<file path="src/rtl/exc_redirect_ctrl_pkg.sv">
// Shared types and constants for the exception/ERET flush-and-redirect controller.
// State codes and the default exception vector live here so fetch-side blocks agree on them.
package exc_redirect_ctrl_pkg;

  localparam logic [31:0] EXC_VECTOR_DEF = 32'hbfc00380;

  typedef enum logic [1:0] {
    IDLE     = 2'b00,
    CANCEL   = 2'b01,
    REDIRECT = 2'b10
  } state_e;

  typedef struct packed {
    logic        exc;
    logic        eret;
    logic [31:0] epc;
  } wb_req_t;

  // Exception wins over ERET when both commit together.
  function automatic logic [31:0] redirect_target(input wb_req_t req, input logic [31:0] vec);
    return req.exc ? vec : req.epc;
  endfunction

endpackage

</file>
<file path="src/rtl/exc_redirect_ctrl_if.sv">
// Bundle of WB-side requests, inst-SRAM handshake events and the fetch redirect outputs.
interface exc_redirect_ctrl_if;
  logic        ws_exc;
  logic        ws_eret;
  logic [31:0] cp0_epc;
  logic        inst_req_fire;
  logic        inst_data_ok;
  logic        redirect_ready;
  logic        flush;
  logic        drop_resp;
  logic        redirect_valid;
  logic [31:0] redirect_pc;
  logic        ctrl_busy;

  modport master (
    output ws_exc, ws_eret, cp0_epc, inst_req_fire, inst_data_ok, redirect_ready,
    input  flush, drop_resp, redirect_valid, redirect_pc, ctrl_busy
  );

  modport slave (
    input  ws_exc, ws_eret, cp0_epc, inst_req_fire, inst_data_ok, redirect_ready,
    output flush, drop_resp, redirect_valid, redirect_pc, ctrl_busy
  );
endinterface

</file>
<file path="src/rtl/exc_redirect_ctrl_inst_req_tracker.sv">
// Up/down count of inst-SRAM requests accepted but not yet answered.
// cnt_d is exported so the controller can snapshot the post-cycle count.
module exc_redirect_ctrl_inst_req_tracker #(
  parameter int MAX_OUTSTANDING = 2,
  parameter int CNT_W           = 2
) (
  input  logic             clk,
  input  logic             reset,
  input  logic             req_fire,
  input  logic             data_ok,
  output logic [CNT_W-1:0] cnt_q,
  output logic [CNT_W-1:0] cnt_d
);

  always_comb begin
    cnt_d = cnt_q;
    case ({req_fire, data_ok})
      2'b10:   cnt_d = cnt_q + CNT_W'(1);
      2'b01:   cnt_d = cnt_q - CNT_W'(1);
      default: cnt_d = cnt_q;
    endcase
  end

  always_ff @(posedge clk) begin
    if (reset) begin
      cnt_q <= '0;
    end else begin
      cnt_q <= cnt_d;
      assert (!(req_fire && !data_ok && cnt_q == CNT_W'(MAX_OUTSTANDING)))
        else $error("inst_req_tracker: outstanding overflow");
      assert (!(data_ok && !req_fire && cnt_q == '0))
        else $error("inst_req_tracker: outstanding underflow");
    end
  end

endmodule

</file>
<file path="src/rtl/exc_redirect_ctrl.sv">
// Flushes the pipeline on a WB exception/ERET, drains stale inst-SRAM responses,
// then holds the new fetch PC for pre-IF until it is accepted.
module exc_redirect_ctrl
  import exc_redirect_ctrl_pkg::*;
#(
  parameter logic [31:0] EXC_VECTOR      = EXC_VECTOR_DEF,
  parameter int          MAX_OUTSTANDING = 2,
  parameter int          CNT_W           = 2
) (
  input  logic                clk,
  input  logic                reset,
  exc_redirect_ctrl_if.slave  bus
);

  state_e            state_q, state_d;
  logic [CNT_W-1:0]  discard_q, discard_d;
  logic [31:0]       redirect_pc_q, redirect_pc_d;
  logic [CNT_W-1:0]  out_cnt_q, out_cnt_d;
  logic              trig;
  logic              flush, drop_resp, redirect_valid, ctrl_busy;
  wb_req_t           wb_req;

  exc_redirect_ctrl_inst_req_tracker #(
    .MAX_OUTSTANDING(MAX_OUTSTANDING),
    .CNT_W          (CNT_W)
  ) u_tracker (
    .clk     (clk),
    .reset   (reset),
    .req_fire(bus.inst_req_fire),
    .data_ok (bus.inst_data_ok),
    .cnt_q   (out_cnt_q),
    .cnt_d   (out_cnt_d)
  );

  assign wb_req = '{exc: bus.ws_exc, eret: bus.ws_eret, epc: bus.cp0_epc};
  assign trig   = bus.ws_exc | bus.ws_eret;

  always_comb begin
    state_d        = state_q;
    discard_d      = discard_q;
    redirect_pc_d  = redirect_pc_q;
    flush          = 1'b0;
    drop_resp      = 1'b0;
    redirect_valid = 1'b0;
    ctrl_busy      = 1'b0;
    case (state_q)
      IDLE: begin
        if (trig) begin
          flush         = 1'b1;
          drop_resp     = bus.inst_data_ok;
          redirect_pc_d = redirect_target(wb_req, EXC_VECTOR);
          // A request accepted this very cycle targets the old PC, so it is stale too.
          discard_d     = out_cnt_d;
          state_d       = (out_cnt_d == '0) ? REDIRECT : CANCEL;
        end
      end
      CANCEL: begin
        ctrl_busy = 1'b1;
        drop_resp = bus.inst_data_ok;
        if (bus.inst_data_ok) begin
          discard_d = discard_q - CNT_W'(1);
          if (discard_q == CNT_W'(1)) state_d = REDIRECT;
        end
      end
      REDIRECT: begin
        ctrl_busy      = 1'b1;
        redirect_valid = 1'b1;
        if (bus.redirect_ready) state_d = IDLE;
      end
      default: state_d = IDLE;
    endcase
  end

  always_ff @(posedge clk) begin
    if (reset) begin
      state_q       <= IDLE;
      discard_q     <= '0;
      redirect_pc_q <= '0;
    end else begin
      state_q       <= state_d;
      discard_q     <= discard_d;
      redirect_pc_q <= redirect_pc_d;
      assert (!(state_q == CANCEL && bus.inst_req_fire))
        else $error("exc_redirect_ctrl: inst request issued while cancelling");
      assert (!(trig && state_q != IDLE))
        else $warning("exc_redirect_ctrl: trig ignored outside IDLE");
    end
  end

  // Outputs are forced low while reset is held, whatever state is being left.
  assign bus.flush          = flush & ~reset;
  assign bus.drop_resp      = drop_resp & ~reset;
  assign bus.redirect_valid = redirect_valid & ~reset;
  assign bus.ctrl_busy      = ctrl_busy & ~reset;
  assign bus.redirect_pc    = redirect_pc_q;

endmodule

</file>
<file path="src/flat_wrapper.sv">
// flat-port wrapper written by rule: the top's interface ports become plain ports
module exc_redirect_ctrl_flat import exc_redirect_ctrl_pkg::*;
#(
  parameter logic [31:0] EXC_VECTOR      = EXC_VECTOR_DEF,
  parameter int          MAX_OUTSTANDING = 2,
  parameter int          CNT_W           = 2
)
  (clk, reset, bus_ws_exc, bus_ws_eret, bus_cp0_epc, bus_inst_req_fire, bus_inst_data_ok, bus_redirect_ready, bus_flush, bus_drop_resp, bus_redirect_valid, bus_redirect_pc, bus_ctrl_busy);
  exc_redirect_ctrl_if bus_i ();
  input  logic clk;
  input  logic reset;
  input wire logic [$bits(bus_i.ws_exc)-1:0] bus_ws_exc;
  input wire logic [$bits(bus_i.ws_eret)-1:0] bus_ws_eret;
  input wire logic [$bits(bus_i.cp0_epc)-1:0] bus_cp0_epc;
  input wire logic [$bits(bus_i.inst_req_fire)-1:0] bus_inst_req_fire;
  input wire logic [$bits(bus_i.inst_data_ok)-1:0] bus_inst_data_ok;
  input wire logic [$bits(bus_i.redirect_ready)-1:0] bus_redirect_ready;
  output wire logic [$bits(bus_i.flush)-1:0] bus_flush;
  output wire logic [$bits(bus_i.drop_resp)-1:0] bus_drop_resp;
  output wire logic [$bits(bus_i.redirect_valid)-1:0] bus_redirect_valid;
  output wire logic [$bits(bus_i.redirect_pc)-1:0] bus_redirect_pc;
  output wire logic [$bits(bus_i.ctrl_busy)-1:0] bus_ctrl_busy;
  assign bus_i.ws_exc = bus_ws_exc;
  assign bus_i.ws_eret = bus_ws_eret;
  assign bus_i.cp0_epc = bus_cp0_epc;
  assign bus_i.inst_req_fire = bus_inst_req_fire;
  assign bus_i.inst_data_ok = bus_inst_data_ok;
  assign bus_i.redirect_ready = bus_redirect_ready;
  assign bus_flush = bus_i.flush;
  assign bus_drop_resp = bus_i.drop_resp;
  assign bus_redirect_valid = bus_i.redirect_valid;
  assign bus_redirect_pc = bus_i.redirect_pc;
  assign bus_ctrl_busy = bus_i.ctrl_busy;
  exc_redirect_ctrl #(.EXC_VECTOR(EXC_VECTOR), .MAX_OUTSTANDING(MAX_OUTSTANDING), .CNT_W(CNT_W)) u_core (.clk(clk), .reset(reset), .bus(bus_i));
endmodule
</file>
<file path="config.mk">
export PLATFORM = sky130hd
export DESIGN_NAME = exc_redirect_ctrl_flat
export DESIGN_NICKNAME = d
export VERILOG_FILES = /design/src/rtl/exc_redirect_ctrl_pkg.sv /design/src/rtl/exc_redirect_ctrl_if.sv /design/src/rtl/exc_redirect_ctrl_inst_req_tracker.sv /design/src/rtl/exc_redirect_ctrl.sv /design/src/flat_wrapper.sv
export SDC_FILE = /design/constraint.sdc
export NUM_CORES = 1
export LEC_CHECK = 0
export ABC_AREA = 1
export CORE_MARGIN = 4
export CORE_UTILIZATION = 43
export CTS_BUF_LIST = sky130_fd_sc_hd__clkbuf_2
export CTS_CLUSTER_SIZE = 8
export DETAILED_ROUTE_END_ITERATION = 10
export GPL_TIMING_DRIVEN = 0
export PLACE_DENSITY = 0.88
export SLEW_MARGIN = 20
export SYNTH_ARGS = -nofsm -noshare
export SYNTH_HDL_FRONTEND = slang
export SYNTH_HIERARCHICAL = 1
export SYNTH_SLANG_ARGS = --single-unit
export TNS_END_PERCENT = 50
</file>
<file path="constraint.sdc">
create_clock -name clk -period 1.7 [get_ports clk]
set_input_delay 0.17 -clock clk [delete_from_list [all_inputs] [get_ports clk]]
set_output_delay 0.17 -clock clk [all_outputs]
set_load 0.01 [all_outputs]
</file>
==> qor.yml, run 1 <==
outcome:
  status: "finished with violations"
  violations: "negative setup slack"
critical_path:
  worstPathCellList: "inv_2, ha_4, inv_4, nor2_4, inv_4, a211oi_2, buf_2"
  reg2regPathDepth: 10
  crit_buf_inv: 4
  cp_top_family: "flip-flops"
  regToRegStartpoint: "u_core/state_q[1]"
  r2r_setup_slack_ns: 0.14
  cp.required_ns: 1.53
  cp-end-kind: "output pin"
  slowest_stage: "dfxtp_2"
  cp.depth: 7
  cp_common_cell: "inv_4"
  crit_path_start_kind: "flip-flop"
  r2r_end: "u_core/bus.redirect_pc[10]"
  worstPathArrival_ns: 1.64
  critPathMaxStageDelay_ns: 0.37
  startpoint: "u_core/state_q[1]"
  critPathCapture: "bus_drop_resp"
  cp_max_fo: 11
  critical_path_class: "flip-flop to output pin"
yosys:
  synth_nets: 264
  synth-seq-cells: 38
  synth_cell_types: 22
  yosysSeqAreaShare: 0.443
  netlist_instances: 220
  ys_warn_count: 6
  synth.avg_cell_area_um2: 7.81
  synth_area_mm2: 0.00172
min_path:
  hold_depth: 3
  hold_path_class: "input port to flip-flop"
die:
  die_h_um: 71.2
  die_area_mm2: 0.00507
  fp-row-count: 22
  core_mm2: 0.00377
  num_io_pins: 75
  fp.dieW_um: 71.2
  initial_core_util: 0.456
placement:
  port_buffers: 74
  place_area_mm2: 0.00252
  dp_hpwl_um: 3240
  gp_congestion: 0.781
  placed_cells: 342
  post-place-ws_ns: -0.401
finish:
  final_area_mm2: 0.00266
  drive_above_1_share: 0.218
  final_util: 0.706
  nets: 356
  syn_to_final_growth_pct: 54.9
  final_cell_count_no_fill: 360
  n_fill_cell: 325
  antenna_cells: 0
global_routing:
  grt_antenna_before_repair: 0
  grtUsageTotal: 0.183
  grt_pass1_wl_um: 7440
  first_global_vias: 1687
  grt_max_degree: 12
  grt_remaining_overflow: 0
clocking:
  clock_latency_ns: 0.37
  htreeDepth: 2
  cts_buffers: 5
  cts_hold_buf: 0
  cts_buffer_depth: 2
  cts-root-buf: "clkbuf_2"
  cts_tree: "done"
  clkSlewWorstSetupHoldPaths_ns: 0.18
  cts_sinks: 38
sta:
  skew_ns: 0.0158
  finalCriticalPeriod_ns: 1.81
  finalSetupViolations: 1
  post-route-period-util: 1.06
  finalHoldViolCount: 0
  worstMarginPinSlew_ns: 0.464
  fmax_mhz: 553
  setup_ws_ns: -0.107
  rsz0062_at_grt: "true"
  max-slew-margin-rel: 0.691
  tns_ns: -0.107
  report.final.slew_viol_count: 0
pwr:
  p_per_area_mw_per_mm2: 1220
  ir_drop_mv: 0.612
  power_leakage_uw: 0.00111
run:
  maxCapViolCount: 0
drt:
  drc: 0
  drtAntennaViolNets: 0
  wl_per_cell_um: 13.0
  drt_pass1_iterations: 4
  viasPerCell: 4.91
  vias: 1767
  drt_iter0_markers: 117
  routed_wirelength_um: 4680
worst min path at each step:
stage | start | endpoint | slack (ns)
2_1_floorplan | reset | u_core/u_tracker/cnt_q[1] | 0.23
3_3_place_gp | u_core/bus.redirect_pc[29] | u_core/bus.redirect_pc[29] | 0.45
3_5_place_dp | u_core/bus.redirect_pc[23] | u_core/bus.redirect_pc[23] | 0.45
4_1_cts | bus_cp0_epc[5] | u_core/bus.redirect_pc[5] | 0.31
5_1_grt | bus_cp0_epc[5] | u_core/bus.redirect_pc[5] | 0.29
6_report | bus_cp0_epc[5] | u_core/bus.redirect_pc[5] | 0.34
state kept, by name, summed over array words and instances (netlist names):
signal / cells
u_core/bus.redirect_pc: 32
u_core/state_q: 2
u_core/discard_q: 2
u_core/u_tracker/cnt_q: 2
Yosys cell counts:
library cell | n | area share
o21ai_2 | 19 | 0.097
nor2_1 | 12 | 0.026
nor2_2 | 1 | 0.0036
buf_6 | 3 | 0.020
clkbuf_1 | 3 | 0.0066
o21ai_0 | 16 | 0.047
dfxtp_1 | 38 | 0.44
inv_2 | 2 | 0.0044
buf_1 | 1 | 0.0022
nand4_2 | 1 | 0.0073
clkbuf_2 | 1 | 0.0029
nand3_1 | 22 | 0.064
inv_1 | 17 | 0.037
buf_2 | 3 | 0.0087
a21oi_1 | 14 | 0.041
nand2_2 | 1 | 0.0036
ha_1 | 5 | 0.036
a21oi_2 | 1 | 0.0051
nor2_4 | 1 | 0.0066
nand2_1 | 56 | 0.12
a211oi_2 | 1 | 0.0073
buf_4 | 2 | 0.0087
metrics by stage:
stage	total power (µW)	hold slack, ns
after global placement	2600	0.450
after floorplan	2020	0.232
final	3240	0.341
after detailed placement	2640	0.453
after CTS	3180	0.310
after global routing	3480	0.294
cell families (layout without fill, tap and decap cells):
group | Yosys count | count (layout) | synth area share
flip-flops | 38 | 38 | 0.443
AO/OA/AOI/OAI | 51 | 51 | 0.197
AND/OR/NAND/NOR | 94 | 94 | 0.234
adder cells (fa/ha/maj) | 5 | 5 | 0.0364
buffers and inverters | 32 | 124 | 0.0903
cell type report:
type	instances	area, µm²	area share
Buffer	11	65.1	0.0244
Clock buffer	5	25.0	0.00940
Clock inverter	2	10.0	0.00376
Inverter	19	76.3	0.0287
Multi-Input combinational cell	150	833	0.313
Sequential cell	38	763	0.287
Tap cell	48	60.1	0.0226
Timing Repair Buffer	87	828	0.311
tightest hold or removal path: stages:
cell	delay, ns
clkdlybuf4s50_1	0.39
nand2_1	0.08
o21ai_2	0.05
power breakdown:
group          leakage, µW  switching (µW)  total [µW]  internal [µW]
Clock            0.0000286             282         371           89.3
Sequential        0.000313             101        1190           1090
Combinational     0.000772             842        1670            832
placed cells by master, fill, tap and decap left out, types with 2 or more instances in the layout:
| cell | count |
|---|---|
| clkdlybuf4s50_1 | 70 |
| nand2_1 | 55 |
| dfxtp_1 | 36 |
| nand3_1 | 22 |
| o21ai_2 | 19 |
| o21ai_0 | 16 |
| buf_4 | 15 |
| a21oi_1 | 14 |
| inv_1 | 13 |
| nor2_1 | 12 |
| clkbuf_2 | 8 |
| buf_2 | 4 |
| inv_2 | 4 |
| buf_6 | 3 |
| clkbuf_1 | 3 |
| ha_1 | 3 |
| clkinv_2 | 2 |
| inv_4 | 2 |
| dfxtp_2 | 2 |
metal layers:
metal / track usage / wire, µm / vias to the layer above
li1: - / - / 895
met5: 0 / 0 / -
met1: 0.224 / 2010 / 800
met4: 0.0438 / 7 / 0
met2: 0.301 / 2260 / 70
met3: 0.0739 / 397 / 2
repair_timing:
item,CTS,global route
pin swaps,3,3
buffers inserted,7,6
endpoints found under the setup margin,4,4
gates resized for setup,26,7
Note: power is estimated with default switching activity, not from simulation.
==> run 2: changes to the inputs <==
--- a/config.mk
+++ b/config.mk
@@ -6,14 +6,15 @@
 export NUM_CORES = 1
 export LEC_CHECK = 0
 export ABC_AREA = 1
-export CORE_MARGIN = 4
+export CORE_MARGIN = 3
 export CORE_UTILIZATION = 43
 export CTS_BUF_LIST = sky130_fd_sc_hd__clkbuf_2
 export CTS_CLUSTER_SIZE = 8
 export DETAILED_ROUTE_END_ITERATION = 10
 export GPL_TIMING_DRIVEN = 0
 export PLACE_DENSITY = 0.88
-export SLEW_MARGIN = 20
+export RECOVER_POWER = 50
+export SLEW_MARGIN = 5
 export SYNTH_ARGS = -nofsm -noshare
 export SYNTH_HDL_FRONTEND = slang
 export SYNTH_HIERARCHICAL = 1
==> run 2 against run 1 <==
Compared with the run above:
- the run still ends with negative setup slack left
- total power is 3.9% higher
- clock skew hardly changed
- setup slack worse by 0.022 ns
- sequential power hardly changed
- critical path depth is 1 higher
- largest cell class unchanged
==> qor.yml, run 2 (synthesis results as in run 1) <==
drt:
  drt_iter0_markers: 52  # -56%
  wl_per_cell_um: 12.4  # -4.8%
  viasPerCell: 4.85  # -1.3%
  drtAntennaViolNets: 0  # unchanged
  drc: 0  # unchanged
  drt_pass1_iterations: 4  # unchanged
  vias: 1720  # -2.7%
  routed_wirelength_um: 4390  # -6.2%
sta:
  worstMarginPinSlew_ns: 0.442  # -0.0216 ns
  max-slew-margin-rel: 0.705  # +0.0144
  post-route-period-util: 1.08  # +0.0131
  finalHoldViolCount: 0  # unchanged
  tns_ns: -0.129  # -0.0222 ns
  rsz0062_at_grt: "true"
  hold_ws_ns: 0.327  # -0.0136 ns
  setup_ws_ns: -0.129  # -0.0222 ns
  skew_ns: 0.0160  # +0.000224 ns
  finalCriticalPeriod_ns: 1.83  # +0.0222 ns
  report.final.slew_viol_count: 0  # unchanged
  fmax_mhz: 547  # -1.2%
  finalSetupViolations: 1  # unchanged
critical_path:
  cp.required_ns: 1.53  # about the same
  reg2regPathDepth: 9  # -1
  worstPathArrival_ns: 1.66  # +0.02 ns
  cp_common_cell: "inv_4"
  r2r_end: "u_core/bus.redirect_pc[14]"
  critPathMaxStageDelay_ns: 0.36  # about the same
  critical_path_class: "flip-flop to output pin"
  r2r_setup_slack_ns: 0.26  # +0.12 ns
  slowest_stage: "dfxtp_2"
  crit_path_start_kind: "flip-flop"
  cp-end-kind: "output pin"
  startpoint: "u_core/state_q[1]"
  critPathCapture: "bus_drop_resp"
  cp_max_fo: 10  # -1
  worstPathCellList: "inv_2, ha_4, inv_4, nor2_4, inv_4, buf_6, a211oi_2, buf_2"
  regToRegStartpoint: "u_core/state_q[1]"
global_routing:
  grt_max_degree: 13  # +1
  grt_antenna_before_repair: 0  # unchanged
  first_global_vias: 1624  # -3.7%
  grt_pass1_wl_um: 7290  # -1.9%
  grtUsageTotal: 0.185  # +0.00171
  grt_remaining_overflow: 0  # unchanged
die:
  fp-row-count: 22  # unchanged
  fp.dieW_um: 69.2  # -2.8%
  initial_core_util: 0.459  # +0.00335
  die_h_um: 69.2  # -2.8%
  core_mm2: 0.00374  # -0.73%
  die_area_mm2: 0.00479  # -5.5%
  num_io_pins: 75  # unchanged
clocking:
  cts_sinks: 38  # unchanged
  cts_hold_buf: 0  # unchanged
  clkSlewWorstSetupHoldPaths_ns: 0.19  # about the same
  cts_tree: "done"
  htreeDepth: 2  # unchanged
  cts_buffer_depth: 2  # unchanged
  cts-root-buf: "clkbuf_2"
  clock_latency_ns: 0.38  # about the same
  cts_buffers: 5  # unchanged
finish:
  drive_above_1_share: 0.140  # -0.0779
  nets: 350  # -1.7%
  final_util: 0.697  # -0.00851
  largest_reg_flops: 32  # unchanged
  syn_to_final_growth_pct: 51.9
  final_common_cell: "clkdlybuf4s50_1"
  multiInputGateArea_um2: 758  # -9.0%
  seq_area_um2: 762  # -0.16%
  final_area_mm2: 0.00261  # -1.9%
  final_cell_mix: "69 x clkdlybuf4s50_1, 55 x nand2_1, 37 x dfxtp_1"
  n_fill_cell: 350  # +7.7%
  antenna_cells: 0  # unchanged
pwr:
  p_per_area_mw_per_mm2: 1290  # +5.9%
  ir_drop_mv: 0.884  # +44%
  power_leakage_uw: 0.00110  # -1.1%
outcome:
  violations: "negative setup slack"
  status: "finished with violations"
min_path:
  hold_path_class: "input port to flip-flop"
  hold_depth: 3  # unchanged
run:
  maxCapViolCount: 0  # unchanged
placement:
  dp_hpwl_um: 3190  # -1.3%
  place_area_mm2: 0.00252  # unchanged
  gp_congestion: 0.849  # +8.7%
  port_buffers: 74  # unchanged
==> run 2: cell count changes in the layout (fill, tap and decap cells not counted), moves of 2 or more <==
cell / change
bufinv_16: +2
o21ai_0: +14
o21ai_2: -14
buf_4: -9
clkinv_2: -2
==> run 2: worst min path at each step <==
stage,endpoint,start,slack (ns)
after CTS,u_core/bus.redirect_pc[10],bus_cp0_epc[10],0.31
after floorplan,u_core/u_tracker/cnt_q[1],reset,0.23
final,u_core/bus.redirect_pc[10],bus_cp0_epc[10],0.33
after global placement,u_core/bus.redirect_pc[24],u_core/bus.redirect_pc[24],0.45
after global routing,u_core/bus.redirect_pc[21],bus_cp0_epc[21],0.33
after detailed placement,u_core/bus.redirect_pc[9],u_core/bus.redirect_pc[9],0.46
==> run 2: area by class of cell <==
type	count	area share
clock inverter	3	0.0244
clock buffer	5	0.00959
tap	48	0.0230
buffer	13	0.0340
multi-input combinational	150	0.291
inverter	19	0.0292
timing repair buffer	79	0.297
sequential	38	0.292
==> run 2: repair_timing <==
| action | in CTS | in global routing |
|---|---|---|
| pin swaps | 3 | 1 |
| hold endpoints to repair | 0 | 0 |
| buffers inserted | 5 | 0 |
| setup endpoints to repair | 4 | 3 |
| gates resized for setup | 25 | 1 |
==> run 2: metal layers <==
| metal | vias to the layer above | track usage | wire, µm | share of wire |
|---|---|---|---|---|
| li1 | 882 | - | - | - |
| met5 | - | 0 | 0 | 0 |
| met3 | 9 | 0.0652 | 317 | 0.072 |
| met4 | 0 | 0.0629 | 83 | 0.019 |
| met1 | 758 | 0.218 | 1950 | 0.44 |
| met2 | 71 | 0.311 | 2040 | 0.46 |
==> run 2: power breakdown <==
| group | internal, µW | switching (µW) | leakage (µW) | total (µW) |
|---|---|---|---|---|
| logic | 740 | 753 | 0.000738 | 1490 |
| registers | 1090 | 100 | 0.000313 | 1190 |
| clock network | 392 | 289 | 0.0000506 | 681 |
| total | 2220 | 1140 | 0.00110 | 3360 |
==> run 2: metrics by stage <==
step / power [µW] / instances / worst slack (ns)
after floorplan: 2020 / 220 / 0.317
after global placement: 2590 / 342 / -0.393
after detailed placement: 2640 / 342 / -0.395
after CTS: 3450 / 355 / -0.161
after global routing: 3590 / 355 / -0.234
final: 3360 / 355 / -0.129
==> run 2: critical path: cells and delay by family, from the launching register on <==
family / cells / cell delay (ns)
AO/OA/AOI/OAI: 1 / 0.16
adder cells (fa/ha/maj): 1 / 0.16
flip-flops: 1 / 0.36
AND/OR/NAND/NOR: 1 / 0.15
buffers and inverters: 5 / 0.46
==> run 3: changes to the inputs <==
--- a/config.mk
+++ b/config.mk
@@ -19,4 +19,3 @@
 export SYNTH_HDL_FRONTEND = slang
 export SYNTH_HIERARCHICAL = 1
 export SYNTH_SLANG_ARGS = --single-unit
-export TNS_END_PERCENT = 50
==> run 3 against run 2 <==
Compared with the run above:
- the flow still finishes with violations (negative setup slack)
- total power up 3.5%
- via count up 0.29%
- global-route usage unchanged
- combinational power up 8%
- hold slack better by 0.0062 ns
- core utilization up 2.2 points
- register-to-register slack about the same
==> qor.yml, run 3 (synthesis results as in run 1) <==
critical_path:
  r2r_end: "u_core/bus.redirect_pc[31]"
  crit_path_start_kind: "flip-flop"
  cp-end-kind: "output pin"
  r2r_setup_slack_ns: 0.26  # about the same
  cp.required_ns: 1.53  # about the same
  worstPathArrival_ns: 1.56  # -0.10 ns
  cp_max_fo: 4  # -6
  reg2regPathDepth: 8  # -1
  startpoint: "u_core/state_q[0]"
  regToRegStartpoint: "u_core/state_q[0]"
  critical_path_class: "flip-flop to output pin"
  critPathCapture: "bus_drop_resp"
run:
  maxCapViolCount: 0  # unchanged
outcome:
  violations: "negative setup slack"
  status: "finished with violations"
placement:
  placed_cells: 342  # unchanged
  port_buffers: 74  # unchanged
  post-place-ws_ns: -0.395  # unchanged
  gp_congestion: 0.849  # unchanged
  dp_hpwl_um: 3190  # unchanged
pwr:
  totalPowerFinal_uw: 3480  # +3.5%
  power_switching_uw: 1190  # +4.2%
  p_clk_frac: 0.195  # -0.007
  p_sw_frac: 0.342  # +0.00239
  p_per_area_mw_per_mm2: 1290  # +0.28%
  power_leakage_uw: 0.00113  # +2.8%
  seqPwrFrac: 0.343  # -0.011
  power_frac_comb: 0.462  # +0.018
  power.internal_uw: 2290  # +3.1%
  ir_drop_mv: 0.873  # -1.3%
sta:
  skew_ns: 0.0123  # -0.00373 ns
  worstMarginPinSlew_ns: 0.463  # +0.0209 ns
  report.final.slew_viol_count: 0  # unchanged
  setup_ws_ns: -0.0311  # +0.0980 ns
  max-slew-margin-rel: 0.691  # -0.0139
  post-route-period-util: 1.02  # -0.0576
  finalSetupViolations: 1  # unchanged
  finalCriticalPeriod_ns: 1.73  # -0.0980 ns
  finalHoldViolCount: 0  # unchanged
  rsz0062_at_grt: "true"
  fmax_mhz: 578  # +5.7%
drt:
  vias: 1725  # +0.29%
  viasPerCell: 4.81  # -0.83%
  drtAntennaViolNets: 0  # unchanged
  drc: 0  # unchanged
  drt_iter0_markers: 56  # +7.7%
  wl_per_cell_um: 12.4  # about the same
  routed_wirelength_um: 4440  # +1.2%
  drt_pass1_iterations: 4  # unchanged
die:
  die_area_mm2: 0.00479  # unchanged
  core_mm2: 0.00374  # unchanged
  num_io_pins: 75  # unchanged
  initial_core_util: 0.459  # unchanged
  fp-row-count: 22  # unchanged
  fp.dieW_um: 69.2  # unchanged
  die_h_um: 69.2  # unchanged
finish:
  largest_reg_flops: 32  # unchanged
  n_fill_cell: 322  # -8.0%
  final_cell_count_no_fill: 359  # +1.1%
  nets: 354  # +1.1%
  final_common_cell: "clkdlybuf4s50_1"
  syn_to_final_growth_pct: 56.8
  final_cell_mix: "69 x clkdlybuf4s50_1, 55 x nand2_1, 36 x dfxtp_1"
  drive_above_1_share: 0.206  # +0.0657
  antenna_cells: 0  # unchanged
clocking:
  htreeDepth: 2  # unchanged
  clock_latency_ns: 0.38  # about the same
  cts_buffers: 5  # unchanged
  cts_hold_buf: 0  # unchanged
  clkSlewWorstSetupHoldPaths_ns: 0.19  # about the same
  cts_sinks: 38  # unchanged
  cts_buffer_depth: 2  # unchanged
  cts-root-buf: "clkbuf_2"
  cts_tree: "done"
global_routing:
  grt_remaining_overflow: 0  # unchanged
  grt_pass1_wl_um: 7290  # unchanged
  grt_max_degree: 13  # unchanged
  grt_antenna_before_repair: 0  # unchanged
  grtUsageTotal: 0.185  # unchanged
  first_global_vias: 1624  # unchanged
min_path:
  hold_path_class: "input port to flip-flop"
-- run 3: layer usage --
| layer | track usage | wire (µm) | vias up | part of all wire |
|---|---|---|---|---|
| met5 | 0 | 0 | - | 0 |
| met4 | 0.0629 | 70 | 0 | 0.016 |
| met3 | 0.0652 | 321 | 7 | 0.072 |
| met2 | 0.311 | 2120 | 65 | 0.48 |
| met1 | 0.218 | 1930 | 761 | 0.43 |
| li1 | - | - | 892 | - |
-- run 3: metrics by stage --
stage	hold slack (ns)	util	cell area [µm²]	TNS, ns
3_3_place_gp	0.450	0.673	2520	-1.59
5_1_grt	0.318	0.720	2690	-0.212
2_1_floorplan	0.232	-	1720	0
6_report	0.334	0.720	2690	-0.0311
3_5_place_dp	0.456	0.673	2520	-1.69
4_1_cts	0.314	0.714	2670	-0.183
-- run 3: cell type report --
class / instances / area (µm²) / area share
plain buffers: 11 / 67.6 / 0.0251
clock inverters: 3 / 63.8 / 0.0237
inverters: 19 / 78.8 / 0.0293
repair buffers: 85 / 817 / 0.303
clock buffers: 5 / 25.0 / 0.00929
well taps: 48 / 60.1 / 0.0223
multi-input cells: 150 / 818 / 0.304
flip-flops and latches: 38 / 763 / 0.283
-- run 3: worst max-delay path: stages, from the launching register on --
cell	delay, ns
dfxtp_2	0.36
inv_2	0.08
ha_4	0.16
inv_4	0.04
nor2_4	0.15
clkinv_4	0.08
a211oi_2	0.17
buf_2	0.16
-- run 3: power by group through the flow --
stage | sequential, µW | combinational [µW] | clock [µW]
detailed placement | 1210 | 1430 | 0
global route | 1220 | 1760 | 731
finish | 1190 | 1610 | 680
global placement | 1200 | 1390 | 0
CTS | 1190 | 1560 | 694
floorplan | 1280 | 737 | 0
-- run 3: worst min path at each step --
stage	start	endpoint	slack, ns	depth (start not counted)
CTS	bus_cp0_epc[10]	u_core/bus.redirect_pc[10]	0.31	3
detailed placement	u_core/bus.redirect_pc[9]	u_core/bus.redirect_pc[9]	0.46	2
finish	bus_cp0_epc[10]	u_core/bus.redirect_pc[10]	0.33	3
floorplan	reset	u_core/u_tracker/cnt_q[1]	0.23	1
global placement	u_core/bus.redirect_pc[24]	u_core/bus.redirect_pc[24]	0.45	2
global route	bus_cp0_epc[12]	u_core/bus.redirect_pc[12]	0.32	3
-- run 3: what timing repair did --
item / 4_1_cts / 5_1_grt
pin swaps: 3 / 3
gates resized for setup: 26 / 4
buffers inserted: 5 / 6
endpoints found under the setup margin: 4 / 2
